## config.mk

```make
export PLATFORM = sky130hd
export DESIGN_NAME = serial_adder
export DESIGN_NICKNAME = d
export VERILOG_FILES = /design/src/rtl/serial_adder.sv
export SDC_FILE = /design/constraint.sdc
export NUM_CORES = 1
export LEC_CHECK = 0
export CORE_AREA = 10 10 71 84
export DETAILED_ROUTE_END_ITERATION = 8
export DIE_AREA = 0 0 81 94
export GPL_TIMING_DRIVEN = 0
export PLACE_DENSITY = 0.62
export SETUP_SLACK_MARGIN = 0.1
export SYNTH_ARGS = -nofsm -noshare
export SYNTH_HDL_FRONTEND = slang
export SYNTH_SLANG_ARGS = --single-unit
```

## constraint.sdc

```tcl
create_clock -name clk -period 1.3 [get_ports clk]
set_input_delay 0.325 -clock clk [delete_from_list [all_inputs] [get_ports clk]]
set_output_delay 0.325 -clock clk [all_outputs]
set_load 0.03 [all_outputs]
```

## src/rtl/serial_adder.sv

```systemverilog
// Bit-serial adder: one full-adder cell plus a registered carry, one operand bit per clock.
// Optional subtraction mode is enabled by defining SERIAL_ADDER_SUB_EN (adds the sub port).
module serial_adder #(
    parameter int WIDTH = 8
) (
    input  logic             clk,
    input  logic             rst,
    input  logic             start,
    input  logic [WIDTH-1:0] a,
    input  logic [WIDTH-1:0] b,
    input  logic             cin,
`ifdef SERIAL_ADDER_SUB_EN
    input  logic             sub,
`endif
    output logic             busy,
    output logic             done,
    output logic [WIDTH-1:0] sum,
    output logic             cout
);

    localparam int CNT_W = $clog2(WIDTH + 1);
    localparam logic [CNT_W-1:0] LAST_BIT = CNT_W'(WIDTH - 1);

    typedef enum logic {
        IDLE = 1'b0,
        RUN  = 1'b1
    } state_t;

    state_t           state_q, state_d;
    logic [WIDTH-1:0] a_sh_q, a_sh_d;
    logic [WIDTH-1:0] b_sh_q, b_sh_d;
    logic [WIDTH-1:0] res_q, res_d;
    logic [CNT_W-1:0] cnt_q, cnt_d;
    logic             carry_q, carry_d;
    logic             inv_q, inv_d;
    logic [WIDTH-1:0] sum_q, sum_d;
    logic             cout_q, cout_d;
    logic             done_q, done_d;

    // Single full-adder cell operating on the current LSBs.
    logic             bit_a, bit_b, bit_s, bit_c;
    logic [WIDTH-1:0] res_shifted;

    always_comb begin
        bit_a = a_sh_q[0];
        bit_b = b_sh_q[0] ^ inv_q;
        bit_s = bit_a ^ bit_b ^ carry_q;
        bit_c = (bit_a & bit_b) | (bit_a & carry_q) | (bit_b & carry_q);
        res_shifted            = res_q >> 1;
        res_shifted[WIDTH-1]   = bit_s;
    end

    always_comb begin
        // NOTE: every signal gets a default before any branch so no latch is inferred.
        state_d = state_q;
        a_sh_d  = a_sh_q;
        b_sh_d  = b_sh_q;
        res_d   = res_q;
        cnt_d   = cnt_q;
        carry_d = carry_q;
        inv_d   = inv_q;
        sum_d   = sum_q;
        cout_d  = cout_q;
        done_d  = 1'b0;

        unique case (state_q)
            IDLE: begin
                if (start) begin
                    a_sh_d  = a;
                    b_sh_d  = b;
                    cnt_d   = '0;
                    state_d = RUN;
`ifdef SERIAL_ADDER_SUB_EN
                    // Two's-complement subtraction: invert B and force carry-in to 1.
                    inv_d   = sub;
                    carry_d = sub | cin;
`else
                    inv_d   = 1'b0;
                    carry_d = cin;
`endif
                end
            end
            RUN: begin
                a_sh_d  = a_sh_q >> 1;
                b_sh_d  = b_sh_q >> 1;
                res_d   = res_shifted;
                carry_d = bit_c;
                cnt_d   = cnt_q + CNT_W'(1);
                if (cnt_q == LAST_BIT) begin
                    sum_d   = res_shifted;
                    cout_d  = bit_c;
                    done_d  = 1'b1;
                    state_d = IDLE;
                end
            end
            default: state_d = IDLE;
        endcase
    end

    always_ff @(posedge clk) begin
        if (rst) begin
            // NOTE: sequential state uses non-blocking assignments so all flops update together.
            state_q <= IDLE;
            a_sh_q  <= '0;
            b_sh_q  <= '0;
            res_q   <= '0;
            cnt_q   <= '0;
            carry_q <= 1'b0;
            inv_q   <= 1'b0;
            sum_q   <= '0;
            cout_q  <= 1'b0;
            done_q  <= 1'b0;
        end else begin
            state_q <= state_d;
            a_sh_q  <= a_sh_d;
            b_sh_q  <= b_sh_d;
            res_q   <= res_d;
            cnt_q   <= cnt_d;
            carry_q <= carry_d;
            inv_q   <= inv_d;
            sum_q   <= sum_d;
            cout_q  <= cout_d;
            done_q  <= done_d;
        end
    end

    assign busy = (state_q == RUN);
    assign done = done_q;
    assign sum  = sum_q;
    assign cout = cout_q;

endmodule

```

==> metrics.md, run 1 <==
| Metric | Value |
|---|---|
| Sequential Area | 795 µm² |
| Number of remaining DRC errors | 0 |
| Synth area leader | dfxtp_1 |
| Post-layout min period | 1.20 ns |
| Worst-Margin Slew | 0.249 ns |
| Global route total overflow | 0 |
| Seq pwr share | 47.2% |
| Multi-input gate area | 767 µm² |
| Crit path kind | flop to flop |
| Fraction of registers with async set/reset | 0% |
| Syn-to-layout area delta | 34.5% |
| Floorplan core area | 0.00429 mm² |
| Mapped Area | 0.00159 mm² |
| Max Fclk | 0.833 GHz |
| RSZ-0062 raised after global routing | yes |
| CP max-delay cell | dfxtp_4 |
| FP Rows | 26 |
| Routed vias/inst | 4.76 |
| Comb pwr share | 11.2% |
| Top cell type's share of synthesized area | 49.1% |
| Max-cap viol count | 0 |
| Via count | 1143 |
| Max transition margin | 83.4% |
| Setup crit end kind | flop |
| Crit-path max FO | 5 |
| Tot Pwr | 2.67 mW |
| Vias in the first global route | 1180 |
| Distinct cells, synth | 23 |
| Detailed Route Iter0 Violations | 64 |
| Fin worst setup slack | 0.0994 ns |
| Root buffer cell | clkbuf_8 |
| Final ANT Viol Nets | 0 |
| Clock share of power | 41.6% |
| DRT Pass-1 Iters | 4 |
| Worst min path class | input port to flop |
| CTS sink count | 39 |
| Non-Filler Instances | 240 |
| CP cell instances | ha_4 -> nand4b_4 -> nor2b_4 -> buf_6 -> a22o_1 |
| DIE AREA | 0.00761 mm² |
| First-pass GRT wire length | 5.84 mm |
| Buffers on Ports | 29 |
| H-tree levels | 2 |
| CP Launch Type | flop |
| Internal cell power | 2.09 mW |
| Layout filler cell count | 402 |
| Power density over the cells | 1250 mW/mm² |
| Initial antenna violation count | 0 |
| Die height | 94 µm |
| Worst-skew pair later-pin latency | 0.29 ns |
| CTS tree | done |
| Hpwl dp | 2.56 mm |
| Final nets | 205 |
| Clk buf depth | 2 |
| Leak | 0.927 nW |
| Post-synth net total | 164 |
| Share of cells above drive strength 1 | 31.5% |
| Top_reg_cell synth | dfxtp_1 |
| Fin Setup TNS | 0 ns |
| Cells after synthesis | 142 |
| Post-synth EDFFs | 0 |
| DP Cell Count | 227 |
| Syn avg cell area | 11.2 µm² |
| Setup Skew | 0.00637 ns |
| Final Max Slew Viols | 0 |
| Seq/Total Area, Yosys | 49.1% |
| Bufs and invs on worst path | 1 |
| Antenna diodes | 0 |
| Top post-synthesis cells by area | dfxtp_1, mux2i_1, mux2_2, nor2_1, a22o_1 |
| Io pins | 31 |
| Setup Viol. Count Final | 0 |
| Final hold viol count | 0 |
| Initial Util | 37.0% |
| Total CTS buffers | 5 |
| GR Util All Layers | 9.89% |
| DP Worst Slack | -0.337 ns |
| WL final | 3.42 mm |
| RD Place Congestion | 0.778 |
| Routed length per instance | 14.3 µm |
| Largest net degree at the start of global routing | 14 |
| Critical path data arrival time | 1.39 ns |
| Die X | 81 µm |
| Status | complete, no violations |
| Final Cycle Share | 92.4% |
| Switching power share of the total | 21.5% |
| Cell family with most CP delay | flip-flops |
| Yosys reg bits | 39 |
| Largest stage delay, worst path | 0.36 ns |
| P_sw | 575 µW |
| Worst VDD drop | 975 µV |
| Yosys Warn Count | 0 |
| Cts hold-fix bufs | 0 |
| Worst endpoint required time | 1.49 ns |
| Worst-path clk slew | 0.08 ns |
==> registers in the layout, summed over array words and instances, names as in the netlist <==
| register | count |
|---|---|
| sum | 8 |
| done | 1 |
| cout | 1 |
| a_sh_q | 8 |
| res_q | 7 |
| cnt_q | 4 |
| busy | 1 |
| b_sh_q | 8 |
| carry_q | 1 |
==> layout make-up <==
type / instances / area share (%)
Buffer: 10 / 3.69
Timing Repair Buffer: 34 / 13.6
Clock buffer: 6 / 4.39
Inverter: 1 / 0.176
Tap cell: 56 / 3.28
Clock inverter: 2 / 1.76
Sequential cell: 39 / 37.2
Multi-Input combinational cell: 92 / 35.9
==> power by group through the flow <==
stage	clock, mW	combinational (mW)	sequential (mW)
finish	1.11	0.298	1.26
global route	1.20	0.327	1.27
CTS	1.14	0.295	1.26
detailed placement	0	0.286	1.29
global placement	0	0.276	1.29
floorplan	0	0.187	1.29
==> layer usage <==
metal | routed length, µm | up-vias | global-route usage (%)
li1 | - | 580 | -
met1 | 1440 | 534 | 10.7
met2 | 1760 | 23 | 16.6
met3 | 165 | 6 | 4.02
met4 | 53 | 0 | 3.90
met5 | 0 | - | 0
==> Yosys cell counts, types with 2 or more instances <==
library cell and count:
nor2_1 26, a21oi_1 3, dfxtp_1 39, a22o_1 9, mux2_2 15, buf_2 6, nor3_1 2, mux2i_1 25
buf_4 3
==> final timing paths <==
path	from	to	slack, ns	cells past startpoint
setup / recovery	cnt_q[1]$_SDFFE_PP0P_	sum[0]$_SDFFE_PP0P_	0.1	5
hold / removal	rst	done$_SDFF_PP0_	0.42	2
setup reg to reg	cnt_q[1]$_SDFFE_PP0P_	sum[0]$_SDFFE_PP0P_	0.1	5
hold reg to reg	res_q[1]$_SDFFE_PP0P_	sum[0]$_SDFFE_PP0P_	0.48	1
==> repair_timing <==
action / CTS / global route
setup buffers: 3 / 1
resized for setup: 60 / 13
pin swaps: 1 / 10
cloned: 0 / 1
setup endpoints to repair: 40 / 30
==> through the flow <==
| step | util (%) | hold WS (ns) | instance area, µm² |
|---|---|---|---|
| 2_1_floorplan | - | 0.441 | 1620 |
| 3_3_place_gp | 46.1 | 0.449 | 1980 |
| 3_5_place_dp | 46.1 | 0.465 | 1980 |
| 4_1_cts | 48.7 | 0.473 | 2090 |
| 5_1_grt | 49.8 | 0.423 | 2140 |
| 6_report | 49.8 | 0.415 | 2140 |
==> logic make-up after synthesis <==
logic type               Yosys count  share of synthesized area (%)
AND/OR/NAND/NOR                   36                           11.3
AO/OA/AOI/OAI                     14                           6.93
multiplexers                      40                           26.4
adder cells (fa/ha/maj)            2                           2.05
flip-flops                        39                           49.1
buffers and inverters             11                           4.25
==> worst register-to-register path, cell delays in order, from the launching register on <==
cell and delay, ns:
dfxtp_4 0.36, ha_4 0.14, nand4b_4 0.09, nor2b_4 0.15, buf_6 0.14, a22o_1 0.22
==> cells in the final DEF (no fill, tap or decap), types with 4 or more instances in the layout <==
cell type / n
buf_4: 9
nor2_1: 26
a22o_1: 9
clkdlybuf4s50_1: 17
buf_6: 4
mux2i_1: 25
dfxtp_1: 34
mux2_2: 15
buf_2: 9
clkbuf_8: 5
clkbuf_4: 4
No activity file was read; power rests on OpenSTA's default activity.
==> run 2: changes to the inputs <==
--- a/config.mk
+++ b/config.mk
@@ -5,9 +5,9 @@
 export SDC_FILE = /design/constraint.sdc
 export NUM_CORES = 1
 export LEC_CHECK = 0
-export CORE_AREA = 10 10 71 84
+export CORE_AREA = 10 10 69 86
 export DETAILED_ROUTE_END_ITERATION = 8
-export DIE_AREA = 0 0 81 94
+export DIE_AREA = 0 0 79 96
 export GPL_TIMING_DRIVEN = 0
 export PLACE_DENSITY = 0.62
 export SETUP_SLACK_MARGIN = 0.1
==> run 2 against run 1 <==
Via count about the same; flip-flop and latch count did not move; count of clock-buffer cells in the layout up 1; maximum frequency grew 2.9%; combinational power shrank 1%; clock skew increased by 0.0013 ns; worst hold slack better by 0.0031 ns; sequential power is essentially flat.
==> metrics.md, run 2 (synthesis results as in run 1) <==
| Metric | Value |
|---|---|
| Total CTS buffers | 5 (unchanged) |
| Worst-Margin Slew | 0.249 ns (about the same) |
| Setup Skew | 0.00771 ns (was 0.00637 ns) |
| Worst VDD drop | 632 µV (was 975 µV) |
| Max transition margin | 83.4% (about the same) |
| Most frequent cells in the layout | dfxtp_1, nor2_1, mux2i_1 (unchanged) |
| Final ANT Viol Nets | 0 (unchanged) |
| CP max-delay cell | dfxtp_2 (was dfxtp_4) |
| Final hold viol count | 0 (unchanged) |
| Non-Filler Instances | 242 (was 240) |
| H-tree levels | 2 (unchanged) |
| Max Fclk | 0.857 GHz (was 0.833 GHz) |
| Busiest grt layer | met2 (unchanged) |
| Worst endpoint required time | 1.49 ns (about the same) |
| Max-cap viol count | 0 (unchanged) |
| Status | complete, no violations (unchanged) |
| Syn-to-layout area delta | 30.9% (was 34.5%) |
| Leak | 0.910 nW (was 0.927 nW) |
| Worst-skew pair later-pin latency | 0.29 ns (about the same) |
| CTS tree | done (unchanged) |
| DIE AREA | 0.00758 mm² (was 0.00761 mm²) |
| CP Launch Type | flop (unchanged) |
| DRT Pass-1 Iters | 2 (was 4) |
| DP Area | 0.00198 mm² (about the same) |
| Comb pwr share | 12.6% (was 11.2%) |
| Post-layout min period | 1.17 ns (was 1.20 ns) |
| Initial antenna violation count | 0 (unchanged) |
| CTS sink count | 39 (unchanged) |
| CP cell instances | ha_4 -> nand4b_4 -> nor2b_4 -> buf_6 -> a22o_1 (unchanged) |
| Largest net degree at the start of global routing | 12 (was 14) |
| Initial Util | 36.7% (was 37.0%) |
| Floorplan core area | 0.00432 mm² (was 0.00429 mm²) |
| Final Cycle Share | 89.7% (was 92.4%) |
| Hpwl dp | 2.43 mm (was 2.56 mm) |
| Switching power share of the total | 23.4% (was 21.5%) |
| Routed vias/inst | 4.73 (was 4.76) |
| Clk buf depth | 2 (unchanged) |
| Internal cell power | 1.78 mW (was 2.09 mW) |
| Antenna diodes | 0 (unchanged) |
| Met3 Use GR | 4.66% (was 4.02%) |
| Setup Viol. Count Final | 0 (unchanged) |
| Met2 Use GR | 15.9% (was 16.6%) |
| Number of remaining DRC errors | 0 (unchanged) |
| Vias in the first global route | 1281 (was 1180) |
| Worst min path class | input port to flop (unchanged) |
| Core Util, Final | 48.1% (was 49.8%) |
| Root buffer cell | clkbuf_8 (unchanged) |
| Most common cell after layout, fill and taps aside | dfxtp_1 (unchanged) |
| Grt met1 use | 9.41% (was 10.7%) |
| DP Worst Slack | -0.310 ns (was -0.337 ns) |
| Die X | 79 µm (was 81 µm) |
| Cts hold-fix bufs | 0 (unchanged) |
| Seq pwr share | 54.1% (was 47.2%) |
| Final nets | 205 (unchanged) |
| WL final | 3.20 mm (was 3.42 mm) |
| RD Place Congestion | 0.701 (was 0.778) |
| GR Util All Layers | 9.47% (was 9.89%) |
| Fin worst setup slack | 0.133 ns (was 0.0994 ns) |
| DP Cell Count | 229 (was 227) |
| Setup crit end kind | flop (unchanged) |
| Cell family with most CP delay | flip-flops (unchanged) |
| Final Cell Area | 0.00208 mm² (was 0.00214 mm²) |
| Largest stage delay, worst path | 0.35 ns (was 0.36 ns) |
| Io pins | 31 (unchanged) |
| Share of cells above drive strength 1 | 30.4% (was 31.5%) |
| Crit path kind | flop to flop (unchanged) |
| Tot Pwr | 2.33 mW (was 2.67 mW) |
| Routed length per instance | 13.2 µm (was 14.3 µm) |
| Clock share of power | 33.3% (was 41.6%) |
| Detailed Route Iter0 Violations | 59 (was 64) |
| FP Rows | 27 (was 26) |
| Via count | 1144 (was 1143) |
| Power density over the cells | 1120 mW/mm² (was 1250 mW/mm²) |
| First-pass GRT wire length | 5.71 mm (was 5.84 mm) |
| Final Max Slew Viols | 0 (unchanged) |
| Worst-path clk slew | 0.07 ns (was 0.08 ns) |
| Buffers on Ports | 29 (unchanged) |
| RSZ-0062 raised after global routing | yes (unchanged) |
| Fin Setup TNS | 0 ns (unchanged) |
| Worst hold slack | 0.418 ns (was 0.415 ns) |
| P_sw | 545 µW (was 575 µW) |
| Crit-path max FO | 5 (unchanged) |
| Bufs and invs on worst path | 1 (unchanged) |
| Global route total overflow | 0 (unchanged) |
| Die height | 96 µm (was 94 µm) |
| Critical path data arrival time | 1.35 ns (was 1.39 ns) |
==> run 2: worst paths after layout <==
kind         depth (start not counted)                  start  slack, ns                   to
min reg2reg                          1    sum[6]$_SDFFE_PP0P_       0.48  sum[6]$_SDFFE_PP0P_
min                                  2                    rst       0.42      done$_SDFF_PP0_
max reg2reg                          5  cnt_q[1]$_SDFFE_PP0P_       0.13  sum[1]$_SDFFE_PP0P_
max                                  5  cnt_q[1]$_SDFFE_PP0P_       0.13  sum[1]$_SDFFE_PP0P_
==> run 2: routing by layer <==
metal	wire length (µm)	share of wire (%)
met1	1310	41
met2	1520	48
met3	302	9.4
met4	65	2.0
met5	0	0
==> run 2: area by class of cell <==
type,instances,area [µm²]
inverters,1,3.75
clock buffers,7,76.3
plain buffers,10,81.3
multi-input cells,92,767
repair buffers,34,282
clock inverters,1,5.00
fillers,462,2240
well taps,58,72.6
flip-flops and latches,39,792
==> run 2: repair_timing <==
action                     in CTS  in global routing
pin swaps                       1                 10
cloned                          0                  1
setup endpoints to repair      40                 29
buffers inserted                3                  1
resized for setup              59                 10
==> run 2: worst register-to-register path, stage by stage (launching register included) <==
cell and delay, ns:
dfxtp_2 0.35, ha_4 0.15, nand4b_4 0.09, nor2b_4 0.14
buf_6 0.13, a22o_1 0.20
==> run 2: power groups by stage <==
stage          Sequential [mW]  Combinational (mW)  Clock, mW
6_report                  1.26               0.294      0.775
5_1_grt                   1.27               0.325      0.865
4_1_cts                   1.26               0.293      0.806
3_5_place_dp              1.29               0.284          0
3_3_place_gp              1.29               0.276          0
2_1_floorplan             1.29               0.187          0
==> run 3: changes to the inputs <==
--- a/config.mk
+++ b/config.mk
@@ -8,7 +8,6 @@
 export CORE_AREA = 10 10 69 86
 export DETAILED_ROUTE_END_ITERATION = 8
 export DIE_AREA = 0 0 79 96
-export GPL_TIMING_DRIVEN = 0
 export PLACE_DENSITY = 0.62
 export SETUP_SLACK_MARGIN = 0.1
 export SYNTH_ARGS = -nofsm -noshare
==> run 3 against run 2 <==
Utilization increased by 0.90 points; combinational power increased by 5%; clock skew increased by 0.0027 ns; maximum frequency increased by 0.75%; power increased by 0.56%; clock power decreased by 1%; sequential power about the same; die area unchanged; via count about the same; register-to-register slack about the same; critical path type unchanged; highest routed layer unchanged.
==> metrics.md, run 3 (synthesis results as in run 1) <==
| Metric | Value |
|---|---|
| First-pass GRT wire length | 5.60 mm (was 5.71 mm) |
| FP Rows | 27 (unchanged) |
| Worst-path clk slew | 0.08 ns (was 0.07 ns) |
| Initial Util | 36.7% (unchanged) |
| Share of cells above drive strength 1 | 30.1% (was 30.4%) |
| Die height | 96 µm (unchanged) |
| H-tree levels | 2 (unchanged) |
| Max Fclk | 0.864 GHz (was 0.857 GHz) |
| Final Cell Area | 0.00212 mm² (was 0.00208 mm²) |
| Final Cycle Share | 89.1% (was 89.7%) |
| Syn-to-layout area delta | 33.3% (was 30.9%) |
| Setup Skew | 0.0104 ns (was 0.00771 ns) |
| Setup slack, reg-to-reg | 0.14 ns (was 0.13 ns) |
| Io pins | 31 (unchanged) |
| CTS tree | done (unchanged) |
| Final nets | 204 (was 205) |
| Worst-Margin Slew | 0.289 ns (was 0.249 ns) |
| Worst min path class | flop to flop (was input port to flop) |
| RSZ-0062 raised after global routing | no (was yes) |
| FF-to-FF path depth | 3 (was 5) |
| Status | complete, no violations (unchanged) |
| Setup crit end kind | flop (unchanged) |
| Floorplan core area | 0.00432 mm² (unchanged) |
| Critical Path Source | b_sh_q[0]$_SDFFE_PP0P_ (was cnt_q[1]$_SDFFE_PP0P_) |
| Crit-path max FO | 2 (was 5) |
| Initial antenna violation count | 0 (unchanged) |
| CTS sink count | 39 (unchanged) |
| Crit Reg-Reg Startpoint | b_sh_q[0]$_SDFFE_PP0P_ (was cnt_q[1]$_SDFFE_PP0P_) |
| Number of remaining DRC errors | 0 (unchanged) |
| Worst hold stages | 1 (was 2) |
| Root buffer cell | clkbuf_8 (unchanged) |
| Routed length per instance | 13.4 µm (was 13.2 µm) |
| Via count | 1143 (was 1144) |
| Leak | 0.911 nW (was 0.910 nW) |
| Largest stage delay, worst path | 0.50 ns (was 0.35 ns) |
| Power density over the cells | 1110 mW/mm² (was 1120 mW/mm²) |
| Core Util, Final | 49.0% (was 48.1%) |
| WL final | 3.23 mm (was 3.20 mm) |
| Post-layout min period | 1.16 ns (was 1.17 ns) |
| Worst Hold Launch | res_q[1]$_SDFFE_PP0P_ (was rst) |
| Hpwl dp | 2.36 mm (was 2.43 mm) |
| CP cell instances | fa_1 -> mux2i_1 -> nor2_1 (was ha_4 -> nand4b_4 -> nor2b_4 -> buf_6 -> a22o_1) |
| CP Launch Type | flop (unchanged) |
| Crit path kind | flop to flop (unchanged) |
| Final ANT Viol Nets | 0 (unchanged) |
| Most frequent cells in the layout | dfxtp_1, mux2i_1, nor2_1 (was dfxtp_1, nor2_1, mux2i_1) |
| Largest net degree at the start of global routing | 19 (was 12) |
| Worst VDD drop | 511 µV (was 632 µV) |
| GR Util All Layers | 9.17% (was 9.47%) |
| Max-cap viol count | 0 (unchanged) |
| RD Place Congestion | 0.746 (was 0.701) |
| Global route total overflow | 0 (unchanged) |
| Worst endpoint required time | 1.47 ns (was 1.49 ns) |
| RR Endpoint | res_q[7]$_SDFFE_PP0P_ (was sum[1]$_SDFFE_PP0P_) |
| Buffers on Ports | 30 (was 29) |
| DIE AREA | 0.00758 mm² (unchanged) |
| Final Max Slew Viols | 0 (unchanged) |
| Critical path data arrival time | 1.33 ns (was 1.35 ns) |
| Setup Viol. Count Final | 0 (unchanged) |
| Most common cell after layout, fill and taps aside | dfxtp_1 (unchanged) |
| Worst-skew pair later-pin latency | 0.29 ns (about the same) |
| DP Area | 0.00198 mm² (about the same) |
| Total CTS buffers | 5 (unchanged) |
| Final hold viol count | 0 (unchanged) |
| Antenna diodes | 0 (unchanged) |
| Worst Hold End | sum[0]$_SDFFE_PP0P_ (was done$_SDFF_PP0_) |
| Vias in the first global route | 1244 (was 1281) |
| Die X | 79 µm (unchanged) |
| Clk buf depth | 2 (unchanged) |
| Cts hold-fix bufs | 0 (unchanged) |
| CP max-delay cell | fa_1 (was dfxtp_2) |
| Detailed Route Iter0 Violations | 53 (was 59) |
| Routed vias/inst | 4.74 (was 4.73) |
| DRT Pass-1 Iters | 3 (was 2) |
| Max transition margin | 80.8% (was 83.4%) |
-- run 3: cell count changes in the layout (fill, tap and decap cells not counted), sizes merged --
cell | before | now
buf | 25 | 23
bufbuf | 0 | 1
clkdlybuf4s50 | 17 | 18
dlymetal6s2s | 1 | 0
-- run 3: critical path: cells and delay by family (launching register included) --
family	cells	cell delay [ns]
muxes	1	0.16
adders and majority gates	1	0.50
DFF	1	0.33
and+or+nand+nor	1	0.05
-- run 3: repair_timing --
item	CTS	global route
cloned	1	0
pin swaps	1	1
buffers inserted	3	0
resized for setup	4	2
setup endpoints to repair	20	9
-- run 3: worst max-delay path by stage --
stage	to	slack (ns)	depth (start not counted)
after detailed placement	a_sh_q[5]$_SDFFE_PP0P_	-0.35	5
after global routing	res_q[7]$_SDFFE_PP0P_	0.10	3
after CTS	res_q[7]$_SDFFE_PP0P_	0.12	3
final	res_q[7]$_SDFFE_PP0P_	0.14	3
after floorplan	sum[0]$_SDFFE_PP0P_	0.11	5
after global placement	b_sh_q[6]$_SDFFE_PP0P_	-0.32	5
-- run 3: power by group --
group | leakage, nW | total (mW) | internal, mW | switching, mW
Combinational | 0.550 | 0.309 | 0.186 | 0.123
Sequential | 0.319 | 1.27 | 1.24 | 0.0279
Clock | 0.0422 | 0.767 | 0.376 | 0.391
-- run 3: layout make-up --
class	instances	area (µm²)
Fill cell	449	2210
Sequential cell	39	788
Multi-Input combinational cell	92	769
Timing Repair Buffer	43	403
Clock buffer	7	76.3
Tap cell	58	72.6
Clock inverter	1	5.00
Inverter	1	3.75
-- run 3: metrics by stage --
| stage | setup slack (ns) | hold slack (ns) | power [mW] | setup TNS (ns) | instances |
|---|---|---|---|---|---|
| floorplan | 0.106 | 0.441 | 1.48 | 0 | 142 |
| global placement | -0.320 | 0.453 | 1.57 | -7.08 | 229 |
| detailed placement | -0.355 | 0.468 | 1.58 | -7.92 | 229 |
| CTS | 0.118 | 0.488 | 2.38 | 0 | 241 |
| global route | 0.103 | 0.494 | 2.46 | 0 | 241 |
| finish | 0.142 | 0.482 | 2.34 | 0 | 241 |
-- run 3: routing by layer --
metal | GRT usage, % | up-vias | part of all wire (%)
met1 | 9.56 | 530 | 44
li1 | - | 579 | -
met3 | 4.38 | 4 | 7.5
met4 | 3.74 | 0 | 1.1
met5 | 0 | - | 0
met2 | 15.6 | 30 | 48
